<file path="src/rtl/onehot_dec_pkg.sv">
// -----------------------------------------------------------------------------
// onehot_dec_pkg
// Shared definitions for the one-hot strobe decoder slice.
//   OUT_W / IDX_W : width of the one-hot output bus and of the binary index
//   CNT_W         : width of the shared pulse/gap down-counter
//   state_t       : decoder FSM states (IDLE, PULSE, GAP)
//   idx_to_onehot : binary index -> one-hot vector
// -----------------------------------------------------------------------------
package onehot_dec_pkg;

    localparam int OUT_W = 16;
    localparam int IDX_W = 4;
    localparam int CNT_W = 8;

    typedef enum logic [1:0] {
        IDLE  = 2'd0,
        PULSE = 2'd1,
        GAP   = 2'd2
    } state_t;

    function automatic logic [OUT_W-1:0] idx_to_onehot(input logic [IDX_W-1:0] idx);
        return OUT_W'(1) << idx;
    endfunction

endpackage

</file>
<file path="src/rtl/sync_fifo_small.sv">
// -----------------------------------------------------------------------------
// sync_fifo_small
// Small synchronous FIFO with a flush input. Full/empty come from read and
// write pointers that carry one extra wrap bit.
//   clk, rst       : clock, synchronous active-high reset
//   flush          : synchronous clear of all entries
//   push, push_data: write request (ignored while full) and its data
//   pop, pop_data  : read request (ignored while empty); pop_data shows the
//                    head entry combinationally
//   full, empty    : occupancy flags
// -----------------------------------------------------------------------------
module sync_fifo_small #(
    parameter int WIDTH = 4,
    parameter int DEPTH = 2
) (
    input  logic             clk,
    input  logic             rst,
    input  logic             flush,
    input  logic             push,
    input  logic [WIDTH-1:0] push_data,
    input  logic             pop,
    output logic [WIDTH-1:0] pop_data,
    output logic             full,
    output logic             empty
);

    localparam int AW = (DEPTH > 1) ? $clog2(DEPTH) : 1;

    logic [WIDTH-1:0] mem [DEPTH];
    logic [AW:0]      wr_ptr;
    logic [AW:0]      rd_ptr;
    logic             do_push;
    logic             do_pop;

    // Same slot, different lap: the writer is a full buffer ahead of the reader.
    assign full     = (wr_ptr[AW] != rd_ptr[AW]) && (wr_ptr[AW-1:0] == rd_ptr[AW-1:0]);
    assign empty    = (wr_ptr == rd_ptr);
    assign do_push  = push && !full && !flush;
    assign do_pop   = pop && !empty;
    assign pop_data = mem[rd_ptr[AW-1:0]];

    // NOTE: clocked state is updated with non-blocking assignments so every
    // flop samples the pre-edge values of the others.
    always_ff @(posedge clk) begin
        if (rst || flush) begin
            wr_ptr <= '0;
            rd_ptr <= '0;
        end else begin
            if (do_push) wr_ptr <= wr_ptr + (AW+1)'(1);
            if (do_pop)  rd_ptr <= rd_ptr + (AW+1)'(1);
        end
    end

    // NOTE: the storage array has no reset; an entry is only ever read after
    // it has been written, so clearing it would just cost reset fan-out.
    always_ff @(posedge clk) begin
        if (do_push) mem[wr_ptr[AW-1:0]] <= push_data;
    end

endmodule

</file>
<file path="src/rtl/onehot_strobe_decoder.sv">
// -----------------------------------------------------------------------------
// onehot_strobe_decoder
// Accepts 4-bit line indices over valid/ready, queues them, and for each one
// drives the matching line of a 16-bit registered one-hot bus for PULSE_LEN
// cycles, followed by GAP_LEN forced-zero cycles.
//   clk, rst   : clock, synchronous active-high reset (priority over enable)
//   enable     : low aborts the current pulse and flushes the queue
//   in_valid   : index offered
//   in_ready   : queue can accept (!full && enable)
//   in_index   : binary line number 0..15
//   onehot_out : registered one-hot strobe, zero when idle
//   out_active : onehot_out is non-zero
//   busy       : FSM not IDLE or queue not empty
// -----------------------------------------------------------------------------
module onehot_strobe_decoder
    import onehot_dec_pkg::*;
#(
    parameter int PULSE_LEN  = 4,
    parameter int GAP_LEN    = 1,
    parameter int FIFO_DEPTH = 2
) (
    input  logic             clk,
    input  logic             rst,
    input  logic             enable,
    input  logic             in_valid,
    output logic             in_ready,
    input  logic [IDX_W-1:0] in_index,
    output logic [OUT_W-1:0] onehot_out,
    output logic             out_active,
    output logic             busy
);

    localparam logic [CNT_W-1:0] PULSE_CNT = CNT_W'(PULSE_LEN - 1);
    localparam logic [CNT_W-1:0] GAP_CNT   = (GAP_LEN > 0) ? CNT_W'(GAP_LEN - 1) : '0;

    state_t           state;
    state_t           state_nx;
    logic [CNT_W-1:0] cnt;
    logic [CNT_W-1:0] cnt_nx;
    logic [OUT_W-1:0] onehot_nx;

    logic             fifo_push;
    logic             fifo_pop;
    logic             fifo_full;
    logic             fifo_empty;
    logic             fifo_flush;
    logic [IDX_W-1:0] head_idx;

    assign in_ready   = !fifo_full && enable;
    assign fifo_push  = in_valid && in_ready;
    assign fifo_flush = !enable;

    sync_fifo_small #(
        .WIDTH (IDX_W),
        .DEPTH (FIFO_DEPTH)
    ) u_fifo (
        .clk       (clk),
        .rst       (rst),
        .flush     (fifo_flush),
        .push      (fifo_push),
        .push_data (in_index),
        .pop       (fifo_pop),
        .pop_data  (head_idx),
        .full      (fifo_full),
        .empty     (fifo_empty)
    );

    // NOTE: every signal driven here gets a default first, so no path through
    // the case can leave one unassigned and infer a latch.
    always_comb begin
        state_nx  = state;
        cnt_nx    = cnt;
        onehot_nx = onehot_out;
        fifo_pop  = 1'b0;

        unique case (state)
            IDLE: begin
                if (!fifo_empty) begin
                    fifo_pop  = 1'b1;
                    onehot_nx = idx_to_onehot(head_idx);
                    cnt_nx    = PULSE_CNT;
                    state_nx  = PULSE;
                end
            end
            PULSE: begin
                if (cnt != '0) begin
                    cnt_nx = cnt - CNT_W'(1);
                end else if (GAP_LEN > 0) begin
                    onehot_nx = '0;
                    cnt_nx    = GAP_CNT;
                    state_nx  = GAP;
                end else if (!fifo_empty) begin
                    // No gap configured: chain straight into the next pulse.
                    fifo_pop  = 1'b1;
                    onehot_nx = idx_to_onehot(head_idx);
                    cnt_nx    = PULSE_CNT;
                end else begin
                    onehot_nx = '0;
                    state_nx  = IDLE;
                end
            end
            GAP: begin
                onehot_nx = '0;
                if (cnt != '0) cnt_nx   = cnt - CNT_W'(1);
                else           state_nx = IDLE;
            end
            default: begin
                onehot_nx = '0;
                cnt_nx    = '0;
                state_nx  = IDLE;
            end
        endcase

        // Disable truncates whatever is in flight, with no trailing gap.
        if (!enable) begin
            state_nx  = IDLE;
            cnt_nx    = '0;
            onehot_nx = '0;
            fifo_pop  = 1'b0;
        end
    end

    always_ff @(posedge clk) begin
        if (rst) begin
            state      <= IDLE;
            cnt        <= '0;
            onehot_out <= '0;
        end else begin
            state      <= state_nx;
            cnt        <= cnt_nx;
            onehot_out <= onehot_nx;
        end
    end

    assign out_active = |onehot_out;
    assign busy       = (state != IDLE) || !fifo_empty;

endmodule

</file>
<file path="config.mk">
export PLATFORM = sky130hd
export DESIGN_NAME = onehot_strobe_decoder
export DESIGN_NICKNAME = d
export VERILOG_FILES = /design/src/rtl/onehot_dec_pkg.sv /design/src/rtl/sync_fifo_small.sv /design/src/rtl/onehot_strobe_decoder.sv
export SDC_FILE = /design/constraint.sdc
export NUM_CORES = 1
export LEC_CHECK = 0
export ABC_AREA = 1
export CAP_MARGIN = 20
export CELL_PAD_IN_SITES_DETAIL_PLACEMENT = 1
export CELL_PAD_IN_SITES_GLOBAL_PLACEMENT = 1
export CORE_MARGIN = 3
export CORE_UTILIZATION = 39
export CTS_CLUSTER_SIZE = 20
export DETAILED_ROUTE_END_ITERATION = 7
export PLACE_DENSITY_LB_ADDON = 0.15
export SETUP_SLACK_MARGIN = 0.05
export SYNTH_ARGS = -nofsm -noshare
export SYNTH_HDL_FRONTEND = slang
export SYNTH_SLANG_ARGS = --single-unit
</file>
<file path="constraint.sdc">
create_clock -name clk -period 1.85 [get_ports clk]
set_clock_uncertainty 0.2 [all_clocks]
set_input_delay 0.37 -clock clk [delete_from_list [all_inputs] [get_ports clk]]
set_output_delay 0.37 -clock clk [all_outputs]
set_load 0.05 [all_outputs]
</file>
== Word level (Yosys, flattened, before mapping) ==
Memories as Yosys holds them, arrays and structs flattened. A register that Yosys moved wholly into a read port is not among the register bits.
Cells that the tools add are included.

* Bits in registers: 30
* Bits in latches: 0
* Bits in writable memories: 8
* Memory bits (read-only): 0
* Memories: 1

* Add/sub/neg operators: 3
* Multipliers: 0
* Div/mod/pow operators: 0
* Order comparisons: 0
* Eq/ne operators: 9
* Shift operators: 1
* Muxes and demuxes: 18
* Bitwise operators: 1
* Reduce and logical (&&, ||, !) cells: 19

{| class="wikitable"
|+ Memory list
! memory !! depth !! width !! read ports !! clocked after memory_dff !! wr ports !! line !! text
|-
| u_fifo.mem || 2 || 4 || 1 || 1 || 1 || sync_fifo_small.sv:29 || <nowiki>logic [WIDTH-1:0] mem [DEPTH];</nowiki>
|}

{| class="wikitable"
|+ Operators with widths
! cell !! count
|-
| 2-to-1 mux 16 bit || 2
|-
| case mux 16 bit (2 select lines) || 1
|-
| 2-to-1 mux 8 bit || 3
|-
| case mux 8 bit (3 select lines) || 1
|-
| OR reduction 16 bit || 1
|-
| left shift 1 x 4 -> 16 bit (first input constant) || 1
|-
| inequality test 2 bit (second input constant) || 4
|-
| nonzero test 8 bit || 1
|-
| subtractor 8 x 1 -> 8 bit (second input constant) || 1
|-
| 2-to-1 mux 1 bit || 7
|-
| logical AND 1 bit || 6
|-
| 2-to-1 mux 2 bit || 3
|-
| case mux 2 bit (3 select lines) || 1
|-
| adder 2 x 1 -> 2 bit (second input constant) || 2
|-
| AND reduction 2 bit || 2
|-
| logical NOT 1 bit || 3
|-
| AND reduction 3 bit || 1
|-
| == test 2 x 1 -> 1 bit (second input constant) || 1
|-
| == test 2 bit || 1
|-
| == test 2 bit (second input constant) || 1
|-
| logical NOT 2 bit || 1
|-
| logical OR 1 bit || 2
|-
| nonzero test 2 bit || 1
|-
| OR reduction 2 bit || 1
|-
| 3 further kinds || 3
|}

== Longest topological paths before layout ==
Gate-level depths: netlist (run 1).

* Word-level depth: 9
* Mapped depth: 11
* Mapped depth without buffers: 11

== Cells and area by module ==
From an unflattened synthesis (run 1), not the netlist that was laid out.

* Cell total of the unflattened synthesis: 266
* Area, all modules: 1960.6 µm²

{| class="wikitable"
|+ By module, submodules not included
! module !! instances !! cells an instance !! area an instance (µm²)
|-
| onehot_strobe_decoder || 1 || 209 || 1400.1
|-
| sync_fifo_small || 1 || 57 || 560.5
|}

== Worst setup path before layout (run 1) ==
Ideal clock, no wire load.

* Kind: reg-to-output
* From: register u_fifo.wr_ptr[0]
* To: output port in_ready
* Arrival time: 1383 ps
* Data required time: 1280 ps
* Setup slack: -103 ps
* Stages on the path, launching flop included: 5
* Path through: dfxtp_1 > inv_1 > nand2_1 > nand2_1 > a21oi_1

* Cells in the longest elaborated chain, start to end: 4

{| class="wikitable"
|+ RTL lines
! item !! line !! text
|-
| start, declared || sync_fifo_small.sv:30 || <nowiki>logic [AW:0] wr_ptr;</nowiki>
|-
| start signal, assigned || sync_fifo_small.sv:49 || <nowiki>if (do_push) wr_ptr <= wr_ptr + (AW+1)'(1);</nowiki>
|-
| == test 1 bit || sync_fifo_small.sv:36 || <nowiki>assign full = (wr_ptr[AW] != rd_ptr[AW]) && (wr_ptr[AW-1:0] == rd_ptr[AW-1:0]);</nowiki>
|-
| logical AND 1 bit || sync_fifo_small.sv:36 ||
|-
| logical NOT 1 bit || onehot_strobe_decoder.sv:49 || <nowiki>assign in_ready = !fifo_full && enable;</nowiki>
|-
| logical AND 1 bit || onehot_strobe_decoder.sv:49 ||
|-
| end, declared || onehot_strobe_decoder.sv:26 || <nowiki>output logic in_ready,</nowiki>
|}

No other way between the ends.

== Final worst setup path (run 1) ==
* From: register onehot_out[4]
* To: output port out_active

* Cells in the longest elaborated chain, start to end: 1

{| class="wikitable"
|+ RTL lines
! item !! line !! text
|-
| start, declared || onehot_strobe_decoder.sv:28 || <nowiki>output logic [OUT_W-1:0] onehot_out,</nowiki>
|-
| start signal, assigned || onehot_strobe_decoder.sv:131 || <nowiki>onehot_out <= onehot_nx;</nowiki>
|-
| OR reduction 16 bit || onehot_strobe_decoder.sv:135 || <nowiki>assign out_active = |onehot_out;</nowiki>
|-
| end, declared || onehot_strobe_decoder.sv:29 || <nowiki>output logic out_active,</nowiki>
|}

No other way between the ends.

==> results of run 1 <==
[placed cells by master, fill, tap and decap left out, drive strengths merged]
| cell type | count |
|---|---|
| a211oi | 1 |
| ha | 2 |
| nor4 | 4 |
| edfxtp | 8 |
| nor3 | 2 |
| nand2 | 45 |
| nor2 | 57 |
| dfxtp | 31 |
| buf | 36 |
| clkdlybuf4s50 | 6 |
| nand3 | 17 |
| dlygate4sd2 | 1 |
| o21ai | 24 |
| nand4 | 3 |
| or2 | 1 |
| xor2 | 2 |
| a21oi | 24 |
| clkbuf | 7 |
| inv | 33 |
[layer usage]
metal  GRT usage  vias to the layer above
li1            -                      932
met1      0.2238                      836
met2      0.3356                       28
met3     0.05013                       11
met4     0.07961                        0
met5           0                        -
[cells by family after synthesis]
family,Yosys count
AOI/OAI and AO/OA,49
xor gates and xnor gates,2
adders and majority gates,2
buffers and inverters,40
DFF,39
and+or+nand+nor,129
[area by class of cell]
| type | instances | area (µm²) | share of cell area |
|---|---|---|---|
| Timing Repair Buffer | 43 | 400.4 | 0.1585 |
| Tap cell | 65 | 81.33 | 0.03219 |
| Multi-Input combinational cell | 182 | 960.9 | 0.3804 |
| Clock buffer | 7 | 76.32 | 0.03021 |
| Inverter | 33 | 126.4 | 0.05002 |
| Sequential cell | 39 | 880.8 | 0.3487 |
[synthesized netlist by cell type (2+ instances only)]
cell type	instances
sky130_fd_sc_hd__nor2_1	54
sky130_fd_sc_hd__nand2_1	42
sky130_fd_sc_hd__dfxtp_1	31
sky130_fd_sc_hd__inv_1	31
sky130_fd_sc_hd__a21oi_1	24
sky130_fd_sc_hd__nand3_1	15
sky130_fd_sc_hd__o21ai_1	15
sky130_fd_sc_hd__o21ai_0	9
sky130_fd_sc_hd__edfxtp_1	8
sky130_fd_sc_hd__nor4_1	4
sky130_fd_sc_hd__nand4_1	3
sky130_fd_sc_hd__buf_1	2
sky130_fd_sc_hd__buf_2	2
sky130_fd_sc_hd__buf_4	2
sky130_fd_sc_hd__ha_1	2
sky130_fd_sc_hd__inv_2	2
sky130_fd_sc_hd__nand2_4	2
sky130_fd_sc_hd__nor2_4	2
sky130_fd_sc_hd__nor3_1	2
sky130_fd_sc_hd__xor2_1	2
[through the flow]
step	setup WS (ns)	instance area [µm²]
2_1_floorplan	0.07102	1918
3_3_place_gp	0.04058	2301
3_5_place_dp	-0.0008177	2301
4_1_cts	0.01899	2462
5_1_grt	-0.03869	2526
6_report	0.02392	2526
[power groups by stage]
stage / combinational [µW] / sequential [µW] / clock (µW)
5_1_grt: 846 / 966 / 599
4_1_cts: 749 / 959 / 567
2_1_floorplan: 423 / 1050 / 0
6_report: 775 / 960 / 543
3_5_place_dp: 707 / 971 / 0
3_3_place_gp: 698 / 970 / 0
[how the worst max path moves through the flow]
| stage | from | slack, ns | cells past startpoint | to |
|---|---|---|---|---|
| after floorplan | onehot_out[12]$_SDFFE_PP0P_ | 0.07 | 2 | out_active |
| after global placement | enable | 0.04 | 4 | in_ready |
| after detailed placement | enable | -0.0008 | 6 | u_fifo.rd_ptr[1]$_SDFFE_PP0P_ |
| after CTS | onehot_out[4]$_SDFFE_PP0P_ | 0.02 | 3 | out_active |
| after global routing | onehot_out[4]$_SDFFE_PP0P_ | -0.04 | 3 | out_active |
| final | onehot_out[4]$_SDFFE_PP0P_ | 0.02 | 3 | out_active |
[repair_timing]
| item | CTS | global route |
|---|---|---|
| buffers inserted | 4 | 2 |
| gates resized for setup | 16 | 18 |
| setup endpoints to repair | 6 | 25 |
| pin swaps | 7 | 6 |
[flip-flops by register name (all words and copies together) (netlist names), named ones only]
| name | count |
|---|---|
| cnt | 8 |
| u_fifo.rd_ptr | 2 |
| u_fifo.mem | 8 |
| onehot_out | 16 |
| state | 2 |
| u_fifo.wr_ptr | 2 |
[critical path, stage by stage (launching register included)]
cell                      delay (ns)
sky130_fd_sc_hd__dfxtp_2        0.34
sky130_fd_sc_hd__nor4_4         0.30
sky130_fd_sc_hd__nand4_1        0.14
sky130_fd_sc_hd__buf_6          0.18
==> impl_summary.txt, run 1 <==
----------------------------------------------------
[STA]
  Slew @ Worst Pin ... 0.3403 ns
  Tightest slew margin relative to the limit ... 0.7716
  Fin crit period ... about 1.8 ns
  Tcrit/Tclk final ... 0.9871
  Peak Freq ... 547.6 MHz
  Unrepaired setup endpoints after global routing ... yes
  Final-report max-slew violation count ... 0
  Total negative setup slack ... 0 ns
  Number of failing hold endpoints at the final stage ... 0
  Total setup violations reported at the end of the flow ... 0
  Hold slack final ... around 0.26 ns

[Power]
  Design Power ... between 2000 and 2500 µW
  Net Sw Frac ... 0.3552
  Power density relative to cell area ... 902.0 nW/µm²
  Cell leakage power ... roughly 0.0011 µW
  Sequential share of power ... 0.421
  Switching power ... approximately 810 µW
  Part of the total power dissipated in the clock network ... 0.238
  Logic gate share of total power ... 0.340
  Maximum vdd ir drop ... roughly 0.42 mV
  Cell internal pwr ... about 1500 µW

[Synth]
  Netlist Area Pre-Place ... between 1500 and 2000 µm²
  Share of flip-flops with an asynchronous set or reset after synthesis ... 0
  Fraction of the mapped netlist area in adder cells ... 0.01318
  Synthesis warning total ... 0
  Primary flip-flop cell chosen by synthesis mapping ... sky130_fd_sc_hd__dfxtp_1
  Cell count after synthesis ... about 260
  Mux cell area share after synthesis ... 0
  Post-synthesis register bit count ... 39
  Syn nets ... between 200 and 300
  Synth Area per Inst ... around 7.3 µm²
  Post-synth cell types ... 27
  Biggest area contributors in the synthesized netlist ... sky130_fd_sc_hd__dfxtp_1, sky130_fd_sc_hd__edfxtp_1, sky130_fd_sc_hd__nor2_1, sky130_fd_sc_hd__nand2_1, sky130_fd_sc_hd__a21oi_1
  Sequential-to-total area share from yosys stat ... 0.4532
  Main combinational cell family by area after synthesis ... simple AND/OR/NAND/NOR gates
  Xor and xnor area share after synthesis ... 0.009223
  Area share of the leading cell type in the synthesized netlist ... 0.3267
  Number of enable flip-flop cells after synthesis ... 8
  Synth Area in Compound Gates ... 0.1304
  Most area-hungry cell type in the Yosys netlist ... sky130_fd_sc_hd__dfxtp_1
  Simple-gate share of the synthesized area ... 0.3057

[Cells and area]
  Total Nets Final ... about 310
  Count of non-filler cells in the finished layout ... 369
  Layout filler cell count ... about 560
  Core utilization of the finished layout ... 0.5571
  Synthesis-to-finish area growth ... 33.00%
  Number of antenna repair diodes ... 0
  Layout cell share with drive strength beyond 1 ... 0.2895

[Worst setup path]
  Category of the worst setup path capture point ... primary output
  Startpoint of the most critical register-to-register path ... cnt[1]$_SDFFE_PP0P_
  Maximum fanout encountered on the critical timing path ... 2
  Depth of the worst register-to-register path ... 9
  Required time of the critical path ... 1.28 ns
  R2R Path End ... onehot_out[3]$_SDFFE_PP0P_
  CP arrival ... 1.26 ns
  Critical path launch point type ... flip-flop
  Kind of critical path ... reg2out
  Setup slack, reg-to-reg ... 0.17 ns

[Detailed routing]
  1st-pass router iterations ... 4
  Count of routing violations after the opening detailed-route iteration ... 91
  Sum of routed wire length over all layers ... 5.003 mm
  Post-detailed-route DRC marker count ... 0
  Routed length on met1 ... about 2.3 mm
  Metal2 WL ... roughly 2.5 mm
  Top routing layer in use ... met4
  Routed wire length per instance ... approximately 14 µm
  Detailed-route via count ... between 1,500 and 2,000
  Routed wl met3 ... 151 µm
  Avg Vias per Cell ... approximately 4.9
  Post-DRT Antenna Nets ... 0

[Clocking]
  Clock network latency to the later pin of the worst-skew pair ... around 0.29 ns
  Count of clock tree sinks ... 39
  CTS buffer count ... 5
  Clock H-tree levels ... 2
  Clock-pin slew reported for the worst setup and hold paths after clock tree synthesis ... about 0.070 ns
  Hold Buf Count CTS ... 0
  Root buffer selected by CTS ... sky130_fd_sc_hd__clkbuf_8
  TritonCTS clock tree ... built
  Maximum root-to-sink buffer count ... 2

[Floorplan]
  Floorplan core area ... between 4000 and 5000 µm²
  I/O pin cnt ... 27
  Initial standard-cell utilization of the core ... 0.4189
  Die extent in x ... about 76 µm
  Die height ... 75.79 µm
  Floorplan die area ... between 5000 and 6000 µm²
  Site row count ... 24

[GRT]
  GR Util All Layers ... 0.1931
  Maximum number of pins on one net before global-route repair ... 17
  Number of global-route vias before repair ... around 1,800
  Antenna violations before repair ... 0
  GRT overflow ... 0
  First-pass GRT wire length ... between 8 and 9 mm

[Min path]
  Type of the worst min-delay path ... reg2reg
  Hold path endpoint ... cnt[0]$_SDFFE_PP0P_
  Min-Delay Startpoint ... cnt[0]$_SDFFE_PP0P_
  Hold Crit Depth ... 2

[Job]
  Max-capacitance violation count ... 0

[Place]
  Port Buffers ... 26
  Final estimated routing congestion in global placement ... ~0.76
  Post-Place Cells ... 356
  DPL Wire Length ... around 3.5 mm

[Run status]
  Status ... finished, final reports clean

----------------------------------------------------
Power figures use the tool's default switching activity.
==> run 2, diff against run 1 <==
--- a/config.mk
+++ b/config.mk
@@ -18,3 +18,4 @@
 export SYNTH_ARGS = -nofsm -noshare
 export SYNTH_HDL_FRONTEND = slang
 export SYNTH_SLANG_ARGS = --single-unit
+export TNS_END_PERCENT = 50
==> run 2 against run 1 <==
Compared with the run above:
- register-to-register slack hardly changed
- final area is 1.6% lower
- fmax is 1.8% higher
- clock power is 9.2% higher
- non-clock buffer count is 3 lower
- critical path depth stayed put
- total power is 0.48% higher
- global-route usage is 1.3 points lower
==> impl_summary.txt, run 2 (synthesis gave the netlist of run 1 again) <==
----------------------------------------------------
[Detailed routing]
  Sum of routed wire length over all layers ... between 4 and 5 mm
  Post-DRT Antenna Nets ... 0
  Detailed-route via count ... 1,797
  Top routing layer in use ... met4
  Avg Vias per Cell ... 4.896
  1st-pass router iterations ... 5
  Post-detailed-route DRC marker count ... 0
  Routed length on met1 ... about 2.3 mm
  Routed wl met3 ... 201 µm
  Count of routing violations after the opening detailed-route iteration ... 78
  Metal2 WL ... about 2.3 mm
  Routed wire length per instance ... 13.25 µm

[GRT]
  GR Util All Layers ... 0.1800
  First-pass GRT wire length ... 7.824 mm
  Maximum number of pins on one net before global-route repair ... 17
  GRT overflow ... 0
  Antenna violations before repair ... 0
  Number of global-route vias before repair ... around 1,700

[Cells and area]
  Most used cells in the layout excluding fill and tap cells ... sky130_fd_sc_hd__nor2_1, sky130_fd_sc_hd__nand2_1, sky130_fd_sc_hd__inv_1
  Largest register by flop count ... onehot_out
  Layout filler cell count ... 568
  Layout cell share with drive strength beyond 1 ... 0.2384
  Max reg flops ... 16
  Count of non-filler cells in the finished layout ... 367
  Total Nets Final ... slightly above 300
  Core utilization of the finished layout ... 0.5483
  Most common cell after layout, fill and taps aside ... sky130_fd_sc_hd__nor2_1
  Synthesis-to-finish area growth ... 30.90%
  Number of antenna repair diodes ... 0

[Worst setup path]
  Startpoint of the most critical register-to-register path ... u_fifo.wr_ptr[1]$_SDFFE_PP0P_
  Depth of the worst register-to-register path ... 9
  CP arrival ... around 1.2 ns
  Setup slack, reg-to-reg ... 0.17 ns
  Critical path launch point type ... flip-flop
  Capture point of the worst path ... out_active
  Maximum fanout encountered on the critical timing path ... 3
  Category of the worst setup path capture point ... primary output
  Worst setup startpoint ... onehot_out[2]$_SDFFE_PP0P_
  R2R Path End ... onehot_out[7]$_SDFFE_PP0P_
  Kind of critical path ... reg2out
  Required time of the critical path ... about 1.3 ns

[STA]
  Unrepaired setup endpoints after global routing ... yes
  Hold slack final ... around 0.27 ns
  Final-report max-slew violation count ... 0
  Slew @ Worst Pin ... approximately 0.33 ns
  Fin crit period ... 1.794 ns
  Tightest slew margin relative to the limit ... 0.7787
  Total setup violations reported at the end of the flow ... 0
  Peak Freq ... around 560 MHz
  Number of failing hold endpoints at the final stage ... 0
  Tcrit/Tclk final ... 0.9696
  Final Worst Setup Slack ... 0.05624 ns

[Run status]
  Status ... finished, final reports clean

[Power]
  Switching power ... around 800 µW
  Maximum vdd ir drop ... between 0.4 and 0.5 mV
  Sequential share of power ... 0.417
  Logic gate share of total power ... 0.324
  Cell leakage power ... 0.001060 µW
  Net Sw Frac ... 0.3495
  Part of the total power dissipated in the clock network ... 0.259
  Design Power ... around 2300 µW
  Power density relative to cell area ... just over 900 nW/µm²
  Cell internal pwr ... between 1000 and 1500 µW

[Clocking]
  Count of clock tree sinks ... 39
  Root buffer selected by CTS ... sky130_fd_sc_hd__clkbuf_8
  TritonCTS clock tree ... built
  Clock network latency to the later pin of the worst-skew pair ... about 0.29 ns
  CTS buffer count ... 5
  Maximum root-to-sink buffer count ... 2
  Clock H-tree levels ... 2
  Hold Buf Count CTS ... 0
  Clock-pin slew reported for the worst setup and hold paths after clock tree synthesis ... approximately 0.070 ns

[Place]
  Worst Setup Slack post-DPL ... about 0.0092 ns
  Final estimated routing congestion in global placement ... 0.7389
  Port Buffers ... 26
  DPL Wire Length ... about 3.6 mm
  Post-Place Cells ... 355

[Min path]
  Type of the worst min-delay path ... reg2reg

[Floorplan]
  I/O pin cnt ... 27
  Floorplan die area ... between 5000 and 6000 µm²
  Die height ... approximately 76 µm
  Site row count ... 24
  Initial standard-cell utilization of the core ... 0.4189
  Die extent in x ... 75.79 µm
  Floorplan core area ... between 4000 and 5000 µm²

[Job]
  Max-capacitance violation count ... 0

----------------------------------------------------
[run 2: power groups by stage]
stage	Combinational (µW)	Clock, µW	Sequential, µW
after floorplan	423	0	1040
after global placement	693	0	967
after detailed placement	707	0	970
after CTS	737	608	955
after global routing	815	651	961
final	741	593	956
[run 2: worst max-delay path, stage by stage, from the launching register on]
cell	delay [ns]
sky130_fd_sc_hd__dfxtp_2	0.34
sky130_fd_sc_hd__nor4_4	0.28
sky130_fd_sc_hd__nand4_1	0.13
sky130_fd_sc_hd__buf_6	0.18
[run 2: per-layer routing]
metal  track usage  up-vias
li1              -      925
met2        0.2795       33
met4       0.06796        0
met1        0.2446      829
met5             0        -
met3       0.03826       10
[run 2: worst min-delay path by stage]
stage / cells past startpoint / to / slack [ns] / start
2_1_floorplan: 2 / cnt[0]$_SDFFE_PP0P_ / 0.25 / cnt[0]$_SDFFE_PP0P_
3_3_place_gp: 2 / cnt[1]$_SDFFE_PP0P_ / 0.26 / cnt[1]$_SDFFE_PP0P_
3_5_place_dp: 2 / cnt[1]$_SDFFE_PP0P_ / 0.27 / cnt[1]$_SDFFE_PP0P_
4_1_cts: 2 / cnt[1]$_SDFFE_PP0P_ / 0.28 / cnt[1]$_SDFFE_PP0P_
5_1_grt: 2 / cnt[5]$_SDFFE_PP0P_ / 0.31 / cnt[5]$_SDFFE_PP0P_
6_report: 2 / cnt[1]$_SDFFE_PP0P_ / 0.27 / cnt[1]$_SDFFE_PP0P_
[run 2: what timing repair did]
action                     CTS  global route
gates resized for setup     11            26
pin swaps                    6             5
setup endpoints to repair    3            28
setup buffers                3             1
[run 2: stage by stage]
| stage | instance area (µm²) | TNS, ns |
|---|---|---|
| floorplan | 1903 | -0.02330 |
| global placement | 2278 | 0 |
| detailed placement | 2278 | 0 |
| CTS | 2431 | 0 |
| global route | 2486 | 0 |
| finish | 2486 | 0 |
[run 2: cell type report]
class                   instances  area [µm²]  area share
clock inverters                 1       5.005    0.002013
inverters                      33       126.4     0.05083
flip-flops and latches         39       872.1      0.3508
repair buffers                 40       377.9      0.1520
clock buffers                   7       86.33     0.03473
multi-input cells             182       937.1      0.3770
well taps                      65       81.33     0.03271
==> run 3, diff against run 2 <==
--- a/config.mk
+++ b/config.mk
@@ -9,12 +9,13 @@
 export CAP_MARGIN = 20
 export CELL_PAD_IN_SITES_DETAIL_PLACEMENT = 1
 export CELL_PAD_IN_SITES_GLOBAL_PLACEMENT = 1
-export CORE_MARGIN = 3
+export CORE_MARGIN = 4
 export CORE_UTILIZATION = 39
 export CTS_CLUSTER_SIZE = 20
 export DETAILED_ROUTE_END_ITERATION = 7
 export PLACE_DENSITY_LB_ADDON = 0.15
 export SETUP_SLACK_MARGIN = 0.05
+export SLEW_MARGIN = 20
 export SYNTH_ARGS = -nofsm -noshare
 export SYNTH_HDL_FRONTEND = slang
 export SYNTH_SLANG_ARGS = --single-unit
==> run 3 against run 2 <==
Compared with the run above:
- first-iteration DRC count shrank 18%
- largest power group unchanged
- sequential power is essentially flat
- hold slack lost 0.0046 ns
==> impl_summary.txt, run 3 (synthesis gave the netlist of run 1 again) <==
----------------------------------------------------
[Run status]
  Status ... finished, final reports clean

[STA]
  Number of failing hold endpoints at the final stage ... 0
  Total negative setup slack ... 0 ns
  Final-report max-slew violation count ... 0
  Total setup violations reported at the end of the flow ... 0
  Tightest slew margin relative to the limit ... 0.7740
  Tcrit/Tclk final ... 0.9926
  Slew @ Worst Pin ... 0.3367 ns
  Peak Freq ... between 500 and 600 MHz
  Fin crit period ... 1.836 ns
  Final Worst Setup Slack ... 0.01363 ns
  Unrepaired setup endpoints after global routing ... yes

[Power]
  Cell internal pwr ... approximately 1700 µW
  Maximum vdd ir drop ... approximately 0.43 mV
  Cell leakage power ... around 0.0011 µW
  Logic gate share of total power ... 0.294
  Part of the total power dissipated in the clock network ... 0.333
  Sequential share of power ... 0.373
  Net Sw Frac ... 0.3193
  Power density relative to cell area ... 1005 nW/µm²
  Design Power ... between 2000 and 3000 µW
  Switching power ... between 800 and 900 µW

[Worst setup path]
  R2R Path End ... onehot_out[15]$_SDFFE_PP0P_
  CP arrival ... around 1.3 ns
  Setup slack, reg-to-reg ... 0.14 ns
  Critical path launch point type ... flip-flop
  Kind of critical path ... reg2out
  Depth of the worst register-to-register path ... 9
  Maximum fanout encountered on the critical timing path ... 2
  Category of the worst setup path capture point ... primary output
  Required time of the critical path ... 1.28 ns
  Startpoint of the most critical register-to-register path ... cnt[1]$_SDFFE_PP0P_

[Place]
  Worst Setup Slack post-DPL ... 0.01719 ns
  Post-Place Cells ... 360
  Final estimated routing congestion in global placement ... ~0.77
  Port Buffers ... 26
  DPL Wire Length ... roughly 3.4 mm

[Floorplan]
  Floorplan die area ... 6051 µm²
  Initial standard-cell utilization of the core ... 0.4021
  I/O pin cnt ... 27
  Site row count ... 25
  Floorplan core area ... around 4700 µm²
  Die extent in x ... between 70 and 80 µm
  Die height ... 77.79 µm

[Min path]
  Type of the worst min-delay path ... reg2reg
  Hold path endpoint ... cnt[0]$_SDFFE_PP0P_
  Hold Crit Depth ... 2
  Min-Delay Startpoint ... cnt[0]$_SDFFE_PP0P_

[Clocking]
  CTS buffer count ... 5
  Root buffer selected by CTS ... sky130_fd_sc_hd__clkbuf_8
  Clock-pin slew reported for the worst setup and hold paths after clock tree synthesis ... approximately 0.080 ns
  Maximum root-to-sink buffer count ... 2
  Hold Buf Count CTS ... 0
  TritonCTS clock tree ... built
  Count of clock tree sinks ... 39
  Clock network latency to the later pin of the worst-skew pair ... approximately 0.30 ns
  Clock H-tree levels ... 2

[Cells and area]
  Synthesis-to-finish area growth ... 33.73%
  Layout filler cell count ... 617
  Count of non-filler cells in the finished layout ... 374
  Core utilization of the finished layout ... 0.5377
  Total Nets Final ... between 300 and 400
  Most common cell after layout, fill and taps aside ... sky130_fd_sc_hd__nor2_1
  Max reg flops ... 16
  Largest register by flop count ... onehot_out
  Number of antenna repair diodes ... 0
  Layout cell share with drive strength beyond 1 ... 0.2476
  Most used cells in the layout excluding fill and tap cells ... sky130_fd_sc_hd__nor2_1, sky130_fd_sc_hd__nand2_1, sky130_fd_sc_hd__buf_4

[Detailed routing]
  Post-detailed-route DRC marker count ... 0
  Count of routing violations after the opening detailed-route iteration ... 64
  1st-pass router iterations ... 4
  Sum of routed wire length over all layers ... 4.704 mm
  Detailed-route via count ... between 1,500 and 2,000
  Post-DRT Antenna Nets ... 0
  Routed wire length per instance ... 12.58 µm
  Avg Vias per Cell ... approximately 4.8

[GRT]
  First-pass GRT wire length ... a little over 8 mm
  Maximum number of pins on one net before global-route repair ... 17
  Antenna violations before repair ... 0
  GRT overflow ... 0
  GR Util All Layers ... 0.1694
  Number of global-route vias before repair ... around 1,800

[Job]
  Max-capacitance violation count ... 0

----------------------------------------------------
run 3: cell count changes in the layout (fill, tap and decap cells not counted), sizes merged:
cell and delta:
buf +5, bufinv +2, clkbuf -1, clkdlybuf4s50 +1, clkinv -1, dlygate4sd2 -1
run 3: worst max path at each step:
stage	from	to	slack [ns]
global placement	enable	in_ready	0.04
global route	onehot_out[1]$_SDFFE_PP0P_	out_active	-0.04
CTS	onehot_out[8]$_SDFFE_PP0P_	out_active	0.03
finish	onehot_out[8]$_SDFFE_PP0P_	out_active	0.01
detailed placement	enable	in_ready	0.02
floorplan	onehot_out[6]$_SDFFE_PP0P_	out_active	-0.02
run 3: layout make-up:
| class | count | area, µm² | share of cell area |
|---|---|---|---|
| inverter | 33 | 126.4 | 0.04975 |
| timing repair buffer | 45 | 407.9 | 0.1606 |
| tap | 67 | 83.83 | 0.03300 |
| clock buffer | 6 | 72.57 | 0.02857 |
| sequential | 39 | 869.6 | 0.3424 |
| multi-input combinational | 182 | 919.6 | 0.3621 |
| clock inverter | 2 | 60.06 | 0.02365 |
run 3: per-layer routing:
metal,routed length (µm),up-vias,GRT usage,part of all wire
li1,-,933,-,-
met1,2217,826,0.2111,0.47
met2,2224,28,0.2834,0.47
met3,190,7,0.04176,0.040
met4,72,0,0.05872,0.015
met5,0,-,0,0
run 3: worst max-delay path, cell delays in order, from the launching register on:
cell                      delay (ns)
sky130_fd_sc_hd__dfxtp_2        0.34
sky130_fd_sc_hd__nor4_2         0.31
sky130_fd_sc_hd__nand4_1        0.15
sky130_fd_sc_hd__buf_6          0.18
run 3: stage by stage:
stage	instance area (µm²)	hold WS, ns
2_1_floorplan	1903	0.2453
3_3_place_gp	2291	0.2595
3_5_place_dp	2291	0.2609
4_1_cts	2515	0.2726
5_1_grt	2540	0.2806
6_report	2540	0.2692
run 3: power groups by stage:
stage               sequential, µW  combinational [µW]  clock [µW]
finish                         954                 750         850
global route                   963                 823         899
CTS                            954                 746         864
detailed placement             968                 705           0
global placement               966                 700           0
floorplan                     1040                 423           0
run 3: timing repair:
action                     4_1_cts  5_1_grt
resized for setup               21        6
setup endpoints to repair        3       16
pin swaps                        6        5
setup buffers                    5        1
